## src/rtl/arcade_game_control.sv

```systemverilog
// ---------------------------------------------------------------------------
// arcade_game_control
//   Coin / credit / game-timer controller for the arcade cores.
//   Raw coin and start switches are synchronised and debounced, coins add
//   credits (saturating at CREDIT_MAX), and a start consumes one credit and
//   launches a frame-counted game followed by a fixed post-game hold.
//
// Ports
//   CLOCK            in   core clock, all state on the rising edge
//   RESET_N          in   asynchronous active-low reset
//   COINAGE          in   0: 1 credit per coin, 1: ALT_COIN_CREDITS per coin
//   PLAYTIME[3:0]    in   game length step 0..10 (larger values clamp to 10)
//   COIN_SW          in   raw coin switch, active high, asynchronous
//   START_GAME       in   raw start button, active high, asynchronous
//   FRAME_TICK       in   one-cycle pulse per video frame
//   GAME_ON          out  high while PLAYING
//   ATTRACT          out  high while in ATTRACT
//   CREDITS[CW-1:0]  out  current credit count
//   TIME_LEFT[TW-1:0] out frames remaining in the game, 0 outside PLAYING
//   CREDIT_LIGHT_N   out  low when credits are available and not PLAYING
//   GAME_START_PULSE out  one cycle on ATTRACT->PLAYING
//   GAME_END_PULSE   out  one cycle on PLAYING->GAME_OVER
// ---------------------------------------------------------------------------

// Two-flop synchroniser, level debouncer and rising-edge detector.
module arcade_game_control_debounce #(
    parameter int LEN = 1024
) (
    input  logic clk_i,
    input  logic rst_ni,
    input  logic raw_i,
    output logic rise_o
);
    localparam int DW = $clog2(LEN + 1);

    logic          meta_q;
    logic          sync_q;
    logic          level_q;
    logic          level_d;
    logic          level_prev_q;
    logic [DW-1:0] cnt_q;
    logic [DW-1:0] cnt_d;

    // Count consecutive cycles where the synchronised input disagrees with
    // the accepted level; flip the accepted level once LEN cycles are seen.
    always_comb begin
        level_d = level_q;
        cnt_d   = cnt_q;
        if (sync_q != level_q) begin
            if (cnt_q == DW'(LEN - 1)) begin
                level_d = sync_q;
                cnt_d   = '0;
            end else begin
                cnt_d = cnt_q + DW'(1);
            end
        end else begin
            cnt_d = '0;
        end
    end

    // Synchroniser, debounce counter and edge-detect history.
    always_ff @(posedge clk_i or negedge rst_ni) begin
        if (!rst_ni) begin
            meta_q       <= 1'b0;
            sync_q       <= 1'b0;
            level_q      <= 1'b0;
            level_prev_q <= 1'b0;
            cnt_q        <= '0;
        end else begin
            meta_q       <= raw_i;
            sync_q       <= meta_q;
            level_q      <= level_d;
            level_prev_q <= level_q;
            cnt_q        <= cnt_d;
        end
    end

    assign rise_o = level_q & ~level_prev_q;
endmodule

module arcade_game_control #(
    parameter int  CREDIT_MAX       = 9,
    parameter int  ALT_COIN_CREDITS = 2,
    parameter int  DEBOUNCE_LEN     = 1024,
    parameter int  BASE_FRAMES      = 3600,
    parameter int  STEP_FRAMES      = 360,
    parameter int  HOLD_FRAMES      = 120,
    localparam int CW               = $clog2(CREDIT_MAX + 1),
    localparam int TW               = $clog2(BASE_FRAMES + 10 * STEP_FRAMES + 1)
) (
    input  logic          CLOCK,
    input  logic          RESET_N,
    input  logic          COINAGE,
    input  logic [3:0]    PLAYTIME,
    input  logic          COIN_SW,
    input  logic          START_GAME,
    input  logic          FRAME_TICK,
    output logic          GAME_ON,
    output logic          ATTRACT,
    output logic [CW-1:0] CREDITS,
    output logic [TW-1:0] TIME_LEFT,
    output logic          CREDIT_LIGHT_N,
    output logic          GAME_START_PULSE,
    output logic          GAME_END_PULSE
);
    localparam int HW = $clog2(HOLD_FRAMES + 1);
    // Credit arithmetic is done two bits wider so add-then-subtract cannot wrap.
    localparam int AW = CW + 2;

    typedef enum logic [1:0] {
        ST_ATTRACT   = 2'd0,
        ST_PLAYING   = 2'd1,
        ST_GAME_OVER = 2'd2
    } state_e;

    state_e        state_q;
    state_e        state_d;
    logic [TW-1:0] time_q;
    logic [TW-1:0] time_d;
    logic [HW-1:0] hold_q;
    logic [HW-1:0] hold_d;
    logic [CW-1:0] credits_q;
    logic [CW-1:0] credits_d;

    logic          game_on_q;
    logic          game_on_d;
    logic          attract_q;
    logic          attract_d;
    logic          light_n_q;
    logic          light_n_d;
    logic          start_pulse_q;
    logic          start_pulse_d;
    logic          end_pulse_q;
    logic          end_pulse_d;

    logic          coin_ev_s;
    logic          start_ev_s;
    logic          start_ok_s;
    logic          end_s;
    logic [3:0]    pt_clamp_s;
    logic [TW-1:0] game_len_s;
    logic [AW-1:0] add_s;
    logic [AW-1:0] credit_sum_s;

    arcade_game_control_debounce #(.LEN(DEBOUNCE_LEN)) u_coin_db (
        .clk_i  (CLOCK),
        .rst_ni (RESET_N),
        .raw_i  (COIN_SW),
        .rise_o (coin_ev_s)
    );

    arcade_game_control_debounce #(.LEN(DEBOUNCE_LEN)) u_start_db (
        .clk_i  (CLOCK),
        .rst_ni (RESET_N),
        .raw_i  (START_GAME),
        .rise_o (start_ev_s)
    );

    assign pt_clamp_s = (PLAYTIME > 4'd10) ? 4'd10 : PLAYTIME;
    assign game_len_s = TW'(BASE_FRAMES) + TW'(STEP_FRAMES) * TW'(pt_clamp_s);

    // Next-state logic: game state, frame timer and post-game hold counter.
    always_comb begin
        state_d    = state_q;
        time_d     = time_q;
        hold_d     = hold_q;
        start_ok_s = 1'b0;
        end_s      = 1'b0;
        case (state_q)
            ST_ATTRACT: begin
                if (start_ev_s && (credits_q != '0)) begin
                    state_d    = ST_PLAYING;
                    time_d     = game_len_s;
                    start_ok_s = 1'b1;
                end else begin
                    state_d = ST_ATTRACT;
                end
            end
            ST_PLAYING: begin
                if (FRAME_TICK) begin
                    if (time_q > TW'(1)) begin
                        time_d = time_q - TW'(1);
                    end else begin
                        time_d  = '0;
                        state_d = ST_GAME_OVER;
                        hold_d  = HW'(HOLD_FRAMES);
                        end_s   = 1'b1;
                    end
                end else begin
                    time_d = time_q;
                end
            end
            ST_GAME_OVER: begin
                if (FRAME_TICK) begin
                    if (hold_q > HW'(1)) begin
                        hold_d = hold_q - HW'(1);
                    end else begin
                        hold_d  = '0;
                        state_d = ST_ATTRACT;
                    end
                end else begin
                    hold_d = hold_q;
                end
            end
            default: begin
                state_d = ST_ATTRACT;
                time_d  = '0;
                hold_d  = '0;
            end
        endcase
    end

    // Credit update: coins count in every state, an accepted start takes one.
    always_comb begin
        if (coin_ev_s) begin
            add_s = COINAGE ? AW'(ALT_COIN_CREDITS) : AW'(1);
        end else begin
            add_s = '0;
        end
        credit_sum_s = {2'b00, credits_q} + add_s - (start_ok_s ? AW'(1) : AW'(0));
        if (credit_sum_s > AW'(CREDIT_MAX)) begin
            credits_d = CW'(CREDIT_MAX);
        end else begin
            credits_d = credit_sum_s[CW-1:0];
        end
    end

    // Output decode from next-state values so registered outputs line up
    // with the state and credit registers.
    always_comb begin
        game_on_d     = (state_d == ST_PLAYING);
        attract_d     = (state_d == ST_ATTRACT);
        light_n_d     = !((credits_d != '0) && (state_d != ST_PLAYING));
        start_pulse_d = start_ok_s;
        end_pulse_d   = end_s;
    end

    // State, datapath and output registers.
    always_ff @(posedge CLOCK or negedge RESET_N) begin
        if (!RESET_N) begin
            state_q       <= ST_ATTRACT;
            time_q        <= '0;
            hold_q        <= '0;
            credits_q     <= '0;
            game_on_q     <= 1'b0;
            attract_q     <= 1'b1;
            light_n_q     <= 1'b1;
            start_pulse_q <= 1'b0;
            end_pulse_q   <= 1'b0;
        end else begin
            state_q       <= state_d;
            time_q        <= time_d;
            hold_q        <= hold_d;
            credits_q     <= credits_d;
            game_on_q     <= game_on_d;
            attract_q     <= attract_d;
            light_n_q     <= light_n_d;
            start_pulse_q <= start_pulse_d;
            end_pulse_q   <= end_pulse_d;
        end
    end

    assign GAME_ON          = game_on_q;
    assign ATTRACT          = attract_q;
    assign CREDITS          = credits_q;
    assign TIME_LEFT        = time_q;
    assign CREDIT_LIGHT_N   = light_n_q;
    assign GAME_START_PULSE = start_pulse_q;
    assign GAME_END_PULSE   = end_pulse_q;
endmodule

```

## config.mk

```make
export PLATFORM = sky130hd
export DESIGN_NAME = arcade_game_control
export DESIGN_NICKNAME = d
export VERILOG_FILES = /design/src/rtl/arcade_game_control.sv
export SDC_FILE = /design/constraint.sdc
export NUM_CORES = 1
export LEC_CHECK = 0
export CAP_MARGIN = 20
export CORE_ASPECT_RATIO = 0.6
export CORE_UTILIZATION = 53
export DETAILED_ROUTE_END_ITERATION = 10
export PLACE_DENSITY = 0.73
export RECOVER_POWER = 100
export SETUP_SLACK_MARGIN = 0.15
export SLEW_MARGIN = 0
export SYNTH_ARGS = -nofsm -noshare
export SYNTH_HDL_FRONTEND = slang
export SYNTH_SLANG_ARGS = --single-unit
```

## constraint.sdc

```tcl
create_clock -name CLOCK -period 3.1 [get_ports CLOCK]
set_input_delay 0.31 -clock CLOCK [delete_from_list [all_inputs] [get_ports CLOCK]]
set_output_delay 0.31 -clock CLOCK [all_outputs]
set_load 0.01 [all_outputs]
```

After elaboration in Yosys (flattened, before gate mapping)
Index checks and enable logic that the tools add are counted.
Widths: inputs -> output; s select.
{"block": "totals", "in_bits": 10, "output_inout_bits": 22, "wordCells": 89, "ff_bits": 61}
{"block": "op_classes", "eq_ne": 12, "reduce_logical": 11, "muxes": 29, "bitwise": 6, "n_mul": 1, "addsub": 7, "n_lt_le_gt_ge": 4}
{"operator": "$mux 11", "count": 4}
{"operator": "$mux 13", "count": 3}
{"operator": "$pmux 13 s3", "count": 1}
{"operator": "$mux 7", "count": 4}
{"operator": "$add 11x1->11 const B", "count": 2}
{"operator": "$eq 11x10->1 const B", "count": 2}
{"operator": "$pmux 7 s3", "count": 1}
{"operator": "$add 12x13->13 const A", "count": 1}
{"operator": "$gt 13x1->1 const B", "count": 1}
{"operator": "$sub 13x1->13 const B", "count": 1}
{"operator": "$mux 2", "count": 6}
{"operator": "$mul 6x4->10 const A", "count": 1}
{"operator": "$mux 4", "count": 2}
{"operator": "$ne 2x2->1 const B", "count": 4}
{"operator": "$reduce_bool 4->1", "count": 2}
{"operator": "$gt 7x1->1 const B", "count": 1}
{"operator": "$mux 1", "count": 7}
{"operator": "$sub 7x1->7 const B", "count": 1}
{"operator": "$add 4x6->6", "count": 1}
{"operator": "$gt 6x4->1 const B", "count": 1}
{"operator": "$pmux 2 s3", "count": 1}
{"operator": "$sub 6x1->6", "count": 1}
{"operator": "$eq 2x1->1 const B", "count": 2}
{"operator": "$gt 4x4->1 const B", "count": 1}
{"operator": "11 further kinds", "count": 19}

Longest topological paths before layout
Gate-level depths: netlist of the first run.
{"block": "logic_depth", "word_depth": 12, "ltp_mapped": 16}

Modules after synthesis
From an unflattened synthesis of the first run, not the netlist that was laid out.
{"block": "hier_totals", "hier_cells": 414, "hier_area_um2": 3922.5}
{"module": "arcade_game_control", "area_per_inst_um2": 2583.7, "n_inst": 1, "cells_per_inst": 302, "seq_area_each_um2": 778.2}
{"module": "arcade_game_control_debounce", "area_per_inst_um2": 669.4, "n_inst": 2, "cells_per_inst": 56, "seq_area_each_um2": 375.4}

Worst setup path after synthesis of the first run
Ideal clock, no wire load.
{"block": "synth_path", "path_kind": "register to register", "start": "reg credits_q[2] (netlist: CREDITS[2])", "end": "reg credits_q[0] (netlist: CREDITS[0])", "path_slack_ns": -0.368, "arrival_time_ns": 3.341, "path_stages_with_launch": 17, "path_cell_list": "dfrtp_1 > inv_1 > ha_1 > inv_1 > o311ai_0 > or2_2 > inv_1 > ha_1 > inv_1 > ha_1 > inv_1 > fa_1 > xor2_1 > a21oi_1 > o21ai_0 > o2111ai_1 > or2_2"}
{"block": "synth_between", "elab_chain_len": 8}
{"element": "start, declared", "line_no": "122", "rtl": "logic [CW-1:0] credits_q;"}
{"element": "start signal, assigned", "line_no": "254", "rtl": "credits_q <= credits_d;"}
{"element": "$reduce_bool 4->1 *", "line_no": "171", "rtl": "if (start_ev_s && (credits_q != '0)) begin"}
{"element": "$logic_and 1x1->1 *", "line_no": "171"}
{"element": "$mux 1 *", "line_no": "171"}
{"element": "$mux 1 *", "line_no": "169", "rtl": "case (state_q)"}
{"element": "via start_ok_s", "line_no": "138", "rtl": "logic start_ok_s;"}
{"element": "$mux 1 *", "line_no": "220", "rtl": "credit_sum_s = {2'b00, credits_q} + add_s - (start_ok_s ? AW'(1) : AW'(0));"}
{"element": "$sub 6x1->6 *", "line_no": "220"}
{"element": "$gt 6x4->1", "line_no": "221", "rtl": "if (credit_sum_s > AW'(CREDIT_MAX)) begin"}
{"element": "$mux 4 *", "line_no": "221"}
{"element": "via credits_d[0]", "line_no": "123", "rtl": "logic [CW-1:0] credits_d;"}
Mark *: on every way through the listed nets, which the timed path passes. The rest lies on a longest branch.
A chain may end at the register's enable or synchronous reset.

Worst setup path after layout of the first run
{"block": "layout_path", "start": "in PLAYTIME[2]", "end": "reg time_q[11] (netlist: TIME_LEFT[11])"}
{"block": "layout_between", "elab_chain_len": 6}
{"element": "start, declared", "line_no": "94", "rtl": "input logic [3:0] PLAYTIME,"}
{"element": "$gt 4x4->1", "line_no": "159", "rtl": "assign pt_clamp_s = (PLAYTIME > 4'd10) ? 4'd10 : PLAYTIME;"}
{"element": "$mux 4 *", "line_no": "159"}
{"element": "$mul 6x4->10 *", "line_no": "160", "rtl": "assign game_len_s = TW'(BASE_FRAMES) + TW'(STEP_FRAMES) * TW'(pt_clamp_s);"}
{"element": "$add 12x13->13 *", "line_no": "160"}
{"element": "$mux 13 *", "line_no": "171"}
{"element": "$pmux 13 s3 *", "line_no": "169"}
{"element": "end signal, assigned", "line_no": "252", "rtl": "time_q <= time_d;"}
{"element": "end, declared", "line_no": "118", "rtl": "logic [TW-1:0] time_q;"}
Mark *: on every way between the ends. The rest lies on a longest branch, timed or not. The select of a mux whose other input is x is not followed.

==> flow_metrics.env, run 1 <==
export IMPL_drc_errors=0
export IMPL_grt_usage_pct=28.0
export IMPL_cp_arrival_ns=3.20
export IMPL_viasPerCell=5.79
export IMPL_dp_slack_ns=-0.433
export IMPL_die_w_um=111
export IMPL_yosysUniqueCellTypes=62
export IMPL_area_delta_synth_final_pct=31.0
export IMPL_numCtsBuffers=9
export IMPL_clockPowerShare_pct=33.5
export IMPL_setup_viol=0
export IMPL_core_area_sq_um=6760
export IMPL_tightest_slew_ns=1.53
export IMPL_hold_viol=0
export IMPL_grt_pass1_vias=3240
export IMPL_postSynth_asyncResetShare_pct=100
export IMPL_postLayoutSetupSlackWorst_ns=0.157
export IMPL_rsz0062_at_grt="true"
export IMPL_syn_avg_cell_area_sq_um=9.52
export IMPL_synth_area_sq_um=3750
export IMPL_switchingPower_mw=1.00
export IMPL_drive_gt1_share_pct=21.4
export IMPL_status="finished with violations"
export IMPL_final_area_sq_um=4910
export IMPL_synth_area_leader_cell="dfrtp_1"
export IMPL_hold_path_class="reg -> reg"
export IMPL_yosysSeqAreaShare_pct=40.8
export IMPL_drt_wirelength_per_cell_um=17.2
export IMPL_hold_buffers=0
export IMPL_skew_ns=0.00765
export IMPL_postPlaceCellArea_sq_um=4450
export IMPL_sequentialPowerShare_pct=35.7
export IMPL_internal_power_mw=1.92
export IMPL_switching_share_pct=34.3
export IMPL_final_util_pct=72.7
export IMPL_worst_ep_required_time_ns=3.36
export IMPL_cts_root_buffer="clkbuf_16"
export IMPL_netlist_instances=394
export IMPL_cp_max_fo=4
export IMPL_period_needed_ns=2.94
export IMPL_grt_pass1_wl_um=16100
export IMPL_synthFlopType="dfrtp_1"
export IMPL_postRouteAntennaNets=0
export IMPL_synth_top_area_share_pct=39.4
export IMPL_io_pins=32
export IMPL_endpoint_kind="register"
export IMPL_firstDrtPassIters=6
export IMPL_clk_pin_slew_ns=0.06
export IMPL_nets=514
export IMPL_yosys_top_cells_area="dfrtp_1 39%, ha_1 10%, nor2_1 4.6%, o21ai_0 4.1%, xor2_1 3.7%"
export IMPL_fin_setup_tns_ns=0
export IMPL_drt_total_wl_um=9680
export IMPL_dpl_hpwl_um=6660
export IMPL_initial_utilization_pct=55.4
export IMPL_power_density_nw_per_um2=594
export IMPL_fill_cells=497
export IMPL_cts_tree="done"
export IMPL_synth_common_cells="59 x dfrtp_1, 46 x nor2_1, 31 x o21ai_0"
export IMPL_ys_ff_latch=61
export IMPL_power_frac_comb_pct=30.7
export IMPL_drt_iter0_markers=330
export IMPL_rows=23
export IMPL_finalCritPeriodShare_pct=94.9
export IMPL_clock_sinks=61
export IMPL_postSynthNetCount=437
export IMPL_synth_edf_count=0
export IMPL_place_inst=535
export IMPL_clk_path_buf_depth=2
export IMPL_gp_congestion=0.841
export IMPL_max_slew_margin_rel_pct=-1.95
export IMPL_yosys_warnings=0
export IMPL_timing_fmax_mhz=340
export IMPL_violations="max-capacitance violations, max-slew violations"
export IMPL_synth_most_common_cell="dfrtp_1"
export IMPL_diodes=0
export IMPL_grt_overflow_total=0
export IMPL_slew_violations=62
export IMPL_antenna_found_initial=0
export IMPL_via_count=3257
export IMPL_cellLeakagePower_nw=2.22
export IMPL_dieArea_sq_um=7430
export IMPL_start_kind="input port"
export IMPL_h_tree_depth=3
export IMPL_grt_max_degree=62
export IMPL_die_h_um=67.2
export IMPL_peakVddDrop_mv=0.643
export IMPL_maxCapViolations=1
export IMPL_io_buffer_count=31
export IMPL_clkLatencyLatePin_ns=0.33
export IMPL_path_class="in -> reg"
export IMPL_fin_cells=563
## stage by stage
stage / hold WS [ns] / power [mW]
after global routing: 0.366 / 3.08
after floorplan: 0.0144 / 1.56
after global placement: 0.340 / 1.91
final: 0.360 / 2.92
after detailed placement: 0.347 / 1.95
after CTS: 0.165 / 2.95
## state kept, by name, summed over array words and instances, names as in the netlist
| name | cells |
|---|---|
| TIME_LEFT | 13 |
| u_coin_db.cnt_q | 11 |
| u_start_db.cnt_q | 11 |
| hold_q | 7 |
| CREDITS | 4 |
| state_q | 2 |
| ATTRACT | 1 |
| CREDIT_LIGHT_N | 1 |
| GAME_END_PULSE | 1 |
| GAME_ON | 1 |
| GAME_START_PULSE | 1 |
| u_coin_db.level_prev_q | 1 |
| u_coin_db.level_q | 1 |
| u_coin_db.meta_q | 1 |
| u_coin_db.sync_q | 1 |
| u_start_db.level_prev_q | 1 |
| u_start_db.level_q | 1 |
| u_start_db.meta_q | 1 |
| u_start_db.sync_q | 1 |
## repair_timing
action / 4_1_cts / 5_1_grt
setup endpoints to repair: 7 / 7
resized for setup: 14 / 13
pin swaps: 8 / 3
buffers inserted: 8 / 4
## power groups by stage
stage / sequential [mW] / combinational [mW] / clock [mW]
after floorplan: 1.05 / 0.516 / 0
after global placement: 1.05 / 0.863 / 0
after detailed placement: 1.06 / 0.890 / 0
after CTS: 1.04 / 0.899 / 1.01
after global routing: 1.06 / 0.983 / 1.03
final: 1.04 / 0.896 / 0.979
## cell usage in the layout (no fill, tap or decap), types with 13 or more instances in the layout
cell type	n
dfrtp_1	59
xor2_1	14
buf_4	39
ha_1	23
o21ai_0	31
xnor2_1	13
inv_1	22
nor2_1	46
nand2_1	21
dlygate4sd3_1	24
## per-layer routing
layer	global-route usage [%]	share of wire, %	routed length, um	vias up
li1	-	-	-	1560
met1	37.2	47	4550	1563
met2	45.2	45	4380	116
met3	8.80	6.3	607	18
met4	7.33	1.5	142	0
met5	0	0	0	-
## worst max-delay path, cell delays in order
cell and delay [ns]:
clkdlybuf4s15_1 0.22, a21oi_2 0.18, inv_1 0.13, ha_2 0.23
xor2_2 0.19, xnor2_2 0.16, buf_4 0.15, fa_2 0.39
xor2_1 0.18, and3_1 0.22, a22o_1 0.24, or4b_1 0.50
nand3_1 0.09
## cell families (layout without fill, tap and decap cells)
group / Yosys count / after routing / share of synthesized area (%)
AO/OA/AOI/OAI: 92 / 92 / 16.5
XOR/XNOR: 30 / 30 / 7.01
adder cells (fa/ha/maj): 33 / 33 / 11.6
buffers and inverters: 35 / 117 / 3.54
flip-flops: 61 / 61 / 40.8
multiplexers: 2 / 2 / 0.601
AND/OR/NAND/NOR: 141 / 141 / 20.0
## cell type report
cell class | count | area [sq um] | area share [%]
Clock buffer | 10 | 229 | 4.66
Clock inverter | 6 | 63.8 | 1.30
Inverter | 28 | 108 | 2.19
Multi-Input combinational cell | 298 | 2270 | 46.1
Sequential cell | 61 | 1530 | 31.1
Tap cell | 87 | 109 | 2.22
Timing Repair Buffer | 73 | 608 | 12.4
## path summary, 6_finish.rpt
check,start,endpoint,slack [ns],cells after the start
hold / removal,u_coin_db.meta_q,u_coin_db.sync_q,0.36,0
setup / recovery,PLAYTIME[2],TIME_LEFT[11],0.16,13
max in group asynchronous,RESET_N,TIME_LEFT[12],1.73,2
hold reg to reg,u_coin_db.meta_q,u_coin_db.sync_q,0.36,0
min in group asynchronous,RESET_N,TIME_LEFT[4],0.43,2
setup reg to reg,CREDITS[2],CREDITS[0],0.17,16
No activity file was read; power rests on OpenSTA's default activity.
==> run 2: changes to the inputs <==
Settings changed: RECOVER_POWER 100 to default.
==> run 2 against run 1 <==
The run now ends clean. Non-clock buffer count unchanged. Critical path depth rose by 3. Routed wire length is 0.29% lower. First-iteration DRC count fell by 5.5%. Register-to-register slack about the same. Sequential power about the same. Largest cell class unchanged. Highest routed layer unchanged.
==> flow_metrics.env, run 2 (synthesized netlist as in run 1, its figures left out) <==
export IMPL_io_buffer_count=31
export IMPL_drt_total_wl_um=9650
export IMPL_diodes=0
export IMPL_initial_utilization_pct=55.4
export IMPL_nets=514
export IMPL_cp_startpoint="CREDITS[2]"
export IMPL_h_tree_depth=3
export IMPL_worstReg2RegStart="CREDITS[2]"
export IMPL_gp_congestion=0.841
export IMPL_power_frac_comb_pct=31.5
export IMPL_met1Wirelength_um=4490
export IMPL_firstDrtPassIters=5
export IMPL_grt_pass1_wl_um=16100
export IMPL_period_needed_ns=2.93
export IMPL_cp_arrival_ns=3.14
export IMPL_multi_input_area_sq_um=2270
export IMPL_clock_sinks=61
export IMPL_die_w_um=111
export IMPL_grt_max_degree=62
export IMPL_slew_violations=0
export IMPL_clockPowerShare_pct=33.1
export IMPL_via_count=3255
export IMPL_internal_power_mw=1.95
export IMPL_switchingPower_mw=1.01
export IMPL_peakVddDrop_mv=0.644
export IMPL_dpl_hpwl_um=6660
export IMPL_maxCapViolations=0
export IMPL_wl_met3_um=649
export IMPL_slowest_stage="dfrtp_1"
export IMPL_die_h_um=67.2
export IMPL_grt_pass1_vias=3240
export IMPL_setup_viol=0
export IMPL_status="finished, final reports clean"
export IMPL_path_class="reg -> reg"
export IMPL_critical_path_buf_inv_count=5
export IMPL_dr_wl_met2_um=4370
export IMPL_max_stage_delay_ns=0.40
export IMPL_power_density_nw_per_um2=601
export IMPL_drt_wirelength_per_cell_um=17.1
export IMPL_final_common_cell="dfrtp_1"
export IMPL_antenna_found_initial=0
export IMPL_cts_root_buffer="clkbuf_16"
export IMPL_drc_errors=0
export IMPL_sequentialPowerShare_pct=35.4
export IMPL_hold_path_class="in -> async"
export IMPL_dieArea_sq_um=7430
export IMPL_cp_top_family="adder cells"
export IMPL_drt_iter0_markers=312
export IMPL_cp_max_fo=5
export IMPL_drive_gt1_share_pct=22.7
export IMPL_timing_fmax_mhz=342
export IMPL_largest_reg_flops=13
export IMPL_clk_pin_slew_ns=0.06
export IMPL_skew_ns=0.00737
export IMPL_dp_slack_ns=-0.433
export IMPL_postPlaceCellArea_sq_um=4450
export IMPL_worst_ep_required_time_ns=3.32
export IMPL_final_area_sq_um=4920
export IMPL_crit_top_cell="inv_2"
export IMPL_io_pins=32
export IMPL_core_area_sq_um=6760
export IMPL_endpoint_kind="register"
export IMPL_area_delta_synth_final_pct=31.3
export IMPL_area_sequential_sq_um=1530
export IMPL_cellLeakagePower_nw=2.19
export IMPL_layout_common_cells="59 x dfrtp_1, 46 x nor2_1, 42 x buf_4, 29 x o21ai_0, 27 x clkdlybuf4s50_1"
export IMPL_tightest_slew_ns=0.783
export IMPL_cts_tree="done"
export IMPL_postLayoutSetupSlackWorst_ns=0.174
export IMPL_postRouteAntennaNets=0
export IMPL_holdWs_ns=0.134
export IMPL_numCtsBuffers=9
export IMPL_viasPerCell=5.78
export IMPL_fill_cells=493
export IMPL_grt_overflow_total=0
export IMPL_start_kind="register"
export IMPL_finalCritPeriodShare_pct=94.4
export IMPL_rows=23
export IMPL_clk_path_buf_depth=2
export IMPL_final_util_pct=72.8
export IMPL_rsz0062_at_grt="true"
export IMPL_clkLatencyLatePin_ns=0.33
export IMPL_critical_path_cell_chain="inv_2 -> ha_4 -> inv_2 -> o311ai_4 -> or2_4 -> inv_4 -> ha_4 -> inv_2 -> ha_4 -> inv_2 -> fa_2 -> xor2_2 -> a21oi_2 -> o21ai_2 -> o2111ai_4 -> or2_4"
export IMPL_hold_viol=0
export IMPL_grt_usage_pct=28.0
export IMPL_switching_share_pct=34.0
export IMPL_highest_layer="met4"
export IMPL_max_slew_margin_rel_pct=47.8
run 2: cell types whose count changed in the layout (fill, tap and decap cells not counted), sizes merged:
cell           delta
clkbuf            -3
clkdlybuf4s50    +24
buf               +3
dlygate4sd3      -24
run 2: repair_timing:
action,in CTS,in global routing
setup buffers,8,4
hold buffers,0,0
endpoints found under the setup margin,7,7
gates resized for setup,14,13
pin swaps,8,3
run 2: layout make-up:
cell class | count | share of cell area, %
clock buffers | 10 | 4.65
clock inverters | 6 | 1.30
inverters | 28 | 2.18
multi-input cells | 298 | 46.1
flip-flops and latches | 61 | 31.0
well taps | 87 | 2.21
repair buffers | 73 | 12.5
run 2: final timing paths:
kind,depth (start not counted),end,slack [ns]
hold / removal,2,TIME_LEFT[4],0.13
hold reg to reg,0,u_coin_db.sync_q,0.36
setup / recovery,16,CREDITS[0],0.17
min in group CLOCK,0,u_coin_db.sync_q,0.36
max in group asynchronous,2,TIME_LEFT[11],2.43
setup reg to reg,16,CREDITS[0],0.17
run 2: power by group through the flow:
stage	combinational, mW	sequential, mW	clock (mW)
floorplan	0.516	1.05	0
global placement	0.863	1.05	0
detailed placement	0.890	1.06	0
CTS	0.899	1.04	1.01
global route	1.02	1.06	1.03
finish	0.932	1.05	0.979
run 2: per-layer routing:
metal | up-vias | global-route usage [%]
met1 | 1555 | 37.2
met4 | 0 | 7.33
met2 | 121 | 45.2
met5 | - | 0
li1 | 1559 | -
met3 | 20 | 8.80
run 2: metrics by stage:
step,cells,TNS [ns],power [mW]
after floorplan,394,0,1.56
after global placement,535,-1.20,1.91
after detailed placement,535,-1.75,1.95
after CTS,559,0,2.95
after global routing,563,0,3.12
final,563,0,2.96
==> patch 1 (config.mk and constraints of run 2) <==
Reset style: synchronous (`RESET_N` and `rst_ni`), changed in 2 clocked blocks. Comments in the files are not updated.
--- a/src/rtl/arcade_game_control.sv
+++ b/src/rtl/arcade_game_control.sv
@@ -59,7 +59,7 @@
     end
 
     // Synchroniser, debounce counter and edge-detect history.
-    always_ff @(posedge clk_i or negedge rst_ni) begin
+    always_ff @(posedge clk_i) begin
         if (!rst_ni) begin
             meta_q       <= 1'b0;
             sync_q       <= 1'b0;
@@ -236,7 +236,7 @@
     end
 
     // State, datapath and output registers.
-    always_ff @(posedge CLOCK or negedge RESET_N) begin
+    always_ff @(posedge CLOCK) begin
         if (!RESET_N) begin
             state_q       <= ST_ATTRACT;
             time_q        <= '0;
Function: same outputs for any inputs over 10 cycles, from zero or initial values and one cycle with RESET_N low; that may be too few to reach the edited logic, so the function may still have changed.
==> patch 1 against run 2 <==
  * First-iteration DRC count decreased by 33%
  * Wire length decreased by 12%
  * Sequential cell count unchanged
  * Core utilization decreased by 1.5 points
  * Hold slack improved by 0.31 ns
  * Cell area decreased by 9.5%
  * Power decreased by 32%
  * Combinational power decreased by 42%
  * Area after synthesis decreased by 6.1%
  * Worst setup slack improved by 0.091 ns
  * Non-clock buffer count decreased by 6
  * Critical path type unchanged
  * Largest cell class unchanged
==> patch 1: results (changes against run 2) <==
Clock tree
  – Worst-Skew Late Latency: 0.35 ns (was 0.33 ns)
  – CTS root buffer: clkbuf_8 (was clkbuf_16)

Route
  – Drt pass-1 iters: 7 (was 5)
  – Drt total wl: 8510 um (was 9650 um)
  – Via count: 3,235 (was 3,255)
  – Routed vias/inst: 5.63 (was 5.78)

Logic synthesis
  – Synth area leaders: dfxtp_1 35%, ha_1 11%, nor2_1 5.4%, xor2_1 4.7%, xnor2_1 3.7% (was dfrtp_1 39%, ha_1 10%, nor2_1 4.6%, o21ai_0 4.1%, xor2_1 3.7%)
  – Sequential share of the synthesized area: 0.347 (was 0.408)
  – Yosys top cell area share: 0.347 (was 0.394)
  – Synth unique cells: 51 (was 62)
  – Mapped Nets: 463 (was 437)
  – Post-Syn Instances: 420 (was 394)

Placed design
  – Dpl hpwl: 6130 um (was 6660 um)
  – Dpl cells: 554 (was 535)
  – GPL Wtd Cong: 0.867 (was 0.841)

Timing
  – Final Skew: 0.0102 ns (was 0.00737 ns)

GRT
  – Largest net degree at the start of global routing: 21 (was 62)
  – Vias in the first global route: 2,983 (was 3,240)
  – Gr usage total: 0.262 (was 0.280)
  – Global-route wire length before repair: 14,000 um (was 16,100 um)

Power
  – Leakage power: 1.78 nW (was 2.19 nW)

Critical path
  – Critical-path top delay cell: or3b_4 (was dfrtp_1)

Finish
  – Nets@finish: 529 (was 514)

Worst hold path
  – Hold crit path type: reg -> reg (was in -> async)

Outcome
  – Outcome: completed (unchanged)
patch 1: cell types whose count changed in the layout (fill, tap and decap cells not counted), sizes merged, moves of 7 or more:
cell,run 2,this run
dfxtp,0,61
dfrtp,59,0
a21oi,14,26
nor3,8,18
o21ai,33,23
and2,6,14
buf,43,36
nand3,10,17
patch 1: where the power goes:
group          switching [W]  internal (W)  total (W)
combinational       0.000251      0.000288   0.000539
sequential         0.0000171      0.000808   0.000825
clock               0.000313      0.000333   0.000646
total               0.000581       0.00143    0.00201
patch 1: cell type report:
class	count	area (sq um)
clock buffers	13	159
well taps	84	105
fillers	488	1790
flip-flops and latches	61	1220
inverters	27	101
clock inverters	3	20.0
repair buffers	67	577
multi-input cells	320	2270
patch 1: metrics by stage:
step	area [sq um]	worst slack (ns)	power, W	utilization	hold WS [ns]
finish	4460	0.265	0.00201	0.713	0.440
detailed placement	4140	-0.459	0.00129	0.662	0.427
CTS	4370	0.155	0.00198	0.699	0.443
floorplan	3530	0.168	0.00109	-	0.412
global route	4460	0.132	0.00210	0.713	0.473
global placement	4140	-0.331	0.00127	0.662	0.420
patch 1: cell families after synthesis:
| kind of cell | after synthesis | synth area share |
|---|---|---|
| and+or+nand+nor | 160 | 0.226 |
| AOI/OAI and AO/OA | 91 | 0.170 |
| DFF | 61 | 0.347 |
| buffers and inverters | 39 | 0.0437 |
| xor gates and xnor gates | 34 | 0.0846 |
| adders and majority gates | 33 | 0.124 |
| muxes | 2 | 0.00569 |
patch 1: path summary, 6_finish.rpt:
| check | start | to | slack [ns] | depth (start not counted) |
|---|---|---|---|---|
| min reg2reg | u_coin_db.meta_q | u_coin_db.sync_q | 0.44 | 1 |
| min | u_coin_db.meta_q | u_coin_db.sync_q | 0.44 | 1 |
| max reg2reg | CREDITS[3] | CREDITS[2] | 0.26 | 17 |
| max | CREDITS[3] | CREDITS[2] | 0.26 | 17 |
patch 1: layer usage:
metal / part of all wire / vias up / global-route usage
met5: 0 / - / 0
met4: 0.0082 / 0 / 0.0685
met3: 0.059 / 8 / 0.0685
met2: 0.42 / 102 / 0.382
met1: 0.51 / 1515 / 0.380
li1: - / 1610 / -
patch 1: critical path: cells and delay by family (launching register included):
kind	cells	cell delay, ns
AO/OA/AOI/OAI	2	0.23
flip-flops	1	0.32
adder cells (fa/ha/maj)	4	0.83
buffers and inverters	6	0.42
XOR/XNOR	1	0.18
AND/OR/NAND/NOR	4	0.77
patch 1: timing repair:
item	4_1_cts	5_1_grt
pin swaps	5	12
gates resized for setup	13	19
cloned	0	0
buffers inserted	2	3
endpoints found under the setup margin	7	9
==> patch 2 (flow settings as in run 2) <==
Without the edit above. The parameter `CREDIT_MAX` goes from 9 to 8.
--- a/src/rtl/arcade_game_control.sv
+++ b/src/rtl/arcade_game_control.sv
@@ -79,7 +79,7 @@
 endmodule
 
 module arcade_game_control #(
-    parameter int  CREDIT_MAX       = 9,
+    parameter int  CREDIT_MAX       = 8,
     parameter int  ALT_COIN_CREDITS = 2,
     parameter int  DEBOUNCE_LEN     = 1024,
     parameter int  BASE_FRAMES      = 3600,
Behaviour: no difference found for any inputs over 10 cycles, from zero or initial values and one cycle with RESET_N low; that may be too few to reach the edited logic, so the function may still have changed.
==> patch 2 against run 2 <==
  * Power decreased by 7.5%
  * Cell area shrank 3.6%
  * Fmax increased by 1.7%
  * Wire length is 9.7% lower
  * Sequential cell count stayed put
  * Area after synthesis fell by 1.3%
  * Non-clock buffer count down 8
  * Worst setup slack gained 0.048 ns
  * Critical endpoint is now TIME_LEFT[11]
==> patch 2: results (changes against run 2) <==
Outcome
  – Outcome: completed (unchanged)

Route
  – Via count: 3,117 (was 3,255)
  – Routed vias/inst: 5.64 (was 5.78)
  – Drt pass-1 iters: 5 (unchanged)
  – DR iter-0 viols: 204 (was 312)
  – DR WL met3: 563 um (was 649 um)
  – Wire length on met1: 4220 um (was 4490 um)
  – Post-route DRC violation count: 0 (unchanged)
  – Routed wire per std cell: 15.8 um (was 17.1 um)
  – Met2 wire length: 3760 um (was 4370 um)
  – Top Layer Used: met4 (unchanged)

Power
  – Max VDD drop: 0.000412 V (was 0.000644 V)
  – Leakage power: 2.12 nW (was 2.19 nW)
  – P_int: 0.00181 W (was 0.00195 W)

Clock tree
  – CTS Buffer Depth: 2 (unchanged)
  – CTS root buffer: clkbuf_16 (unchanged)
  – Max H-tree Level: 3 (unchanged)
  – Worst-Skew Late Latency: 0.33 ns (about the same)
  – CTS buffer count: 9 (unchanged)

Finish
  – Diode count: 0 (unchanged)
  – Fillers: 516 (was 493)
  – Number of flip-flops in the largest register: 13 (unchanged)
  – Nets@finish: 506 (was 514)
  – Layout cells sized above 1: 0.200 (was 0.227)

GRT
  – Largest net degree at the start of global routing: 62 (unchanged)
  – Gr usage total: 0.261 (was 0.280)
  – Initial antenna violation count: 0 (unchanged)
  – Vias in the first global route: 2,875 (was 3,240)
  – Global-route wire length before repair: 14,200 um (was 16,100 um)

Critical path
  – Worst-path maximum fanout: 4 (was 5)
  – Data arrival, critical path: 3.13 ns (was 3.14 ns)

Placed design
  – Pre-CTS setup slack: -0.385 ns (was -0.433 ns)
  – Number of port buffers: 31 (unchanged)
  – GPL Wtd Cong: 0.892 (was 0.841)
  – Dpl cells: 528 (was 535)
  – Dpl hpwl: 5980 um (was 6660 um)

Logic synthesis
  – Synth unique cells: 56 (was 62)
  – Mapped Nets: 439 (was 437)
  – Synth area leaders: dfrtp_1 40%, ha_1 11%, nor2_1 5.4%, xnor2_1 4.3%, o21ai_0 3.5% (was dfrtp_1 39%, ha_1 10%, nor2_1 4.6%, o21ai_0 4.1%, xor2_1 3.7%)
  – Sequential share of the synthesized area: 0.413 (was 0.408)
  – Synth Warn #: 0 (unchanged)
  – Commonest cells in the netlist: 59 x dfrtp_1, 53 x nor2_1, 32 x ha_1 (was 59 x dfrtp_1, 46 x nor2_1, 31 x o21ai_0)
  – Avg Inst Size Synth: 9.40 sq um (was 9.52 sq um)

Timing
  – Rel. slew slack: 0.405 (was 0.478)
  – Final Skew: 0.00710 ns (was 0.00737 ns)
  – Final setup violation count: 0 (unchanged)

Worst hold path
  – Hold crit path type: in -> async (unchanged)
patch 2: cell count changes after synthesis, sizes merged, moves of 4 or more:
| cell | change |
|---|---|
| o21ai | -5 |
| nor3 | +6 |
| o2bb2ai | +5 |
| xnor2 | +4 |
| a22o | -4 |
| and3 | -5 |
| nor2 | +7 |
| nand2b | -4 |
patch 2: critical path: stages:
cell and delay (ns):
dlygate4sd2_1 0.25, nor2b_4 0.14, ha_1 0.31, fa_1 0.62, ha_4 0.23, nor2b_2 0.14
o21a_1 0.20, or3_4 0.33, a211o_1 0.31, xnor2_1 0.13, o22ai_1 0.16
patch 2: power groups by stage:
stage	Sequential, W	Clock, W	Combinational, W
finish	0.000995	0.000921	0.000822
global placement	0.000999	0	0.000752
CTS	0.000989	0.000932	0.000804
detailed placement	0.00100	0	0.000774
global route	0.00101	0.000969	0.000908
floorplan	0.000999	0	0.000455
patch 2: through the flow:
stage	utilization	area [sq um]
2_1_floorplan	-	3700
3_3_place_gp	0.636	4270
3_5_place_dp	0.636	4270
4_1_cts	0.689	4620
5_1_grt	0.708	4750
6_report	0.708	4750
patch 2: area by class of cell:
| type | instances | area [sq um] | area share |
|---|---|---|---|
| clock buffer | 9 | 225 | 0.0475 |
| clock inverter | 7 | 50.0 | 0.0105 |
| inverter | 28 | 105 | 0.0221 |
| multi-input combinational | 296 | 2170 | 0.457 |
| sequential | 61 | 1530 | 0.322 |
| tap | 87 | 109 | 0.0229 |
| timing repair buffer | 65 | 561 | 0.118 |
patch 2: cells by family (layout without fill, tap and decap cells):
| logic type | count (synthesis) | in the layout | share of synthesized area |
|---|---|---|---|
| buffers and inverters | 37 | 109 | 0.0385 |
| and+or+nand+nor | 143 | 143 | 0.192 |
| adders and majority gates | 35 | 35 | 0.124 |
| DFF | 61 | 61 | 0.413 |
| xor gates and xnor gates | 31 | 31 | 0.0733 |
| muxes | 2 | 2 | 0.00608 |
| AOI/OAI and AO/OA | 85 | 85 | 0.152 |
patch 2: worst paths after layout:
kind,slack (ns),start,depth (start not counted),end
min in group CLOCK,0.35,u_coin_db.meta_q,0,u_coin_db.sync_q
max in group asynchronous,2.45,RESET_N,2,TIME_LEFT[6]
min reg2reg,0.35,u_coin_db.meta_q,0,u_coin_db.sync_q
max,0.22,PLAYTIME[2],11,TIME_LEFT[11]
min,0.12,RESET_N,2,TIME_LEFT[12]
max reg2reg,0.25,CREDITS[2],15,CREDITS[2]
patch 2: routing by layer:
metal / global-route usage / vias up
li1: - / 1507
met1: 0.373 / 1495
met2: 0.376 / 99
met3: 0.0812 / 16
met4: 0.0750 / 0
met5: 0 / -
patch 2: repair_timing:
action,4_1_cts,5_1_grt
gates resized for setup,13,23
setup endpoints to repair,5,9
pin swaps,9,17
buffers inserted,2,7
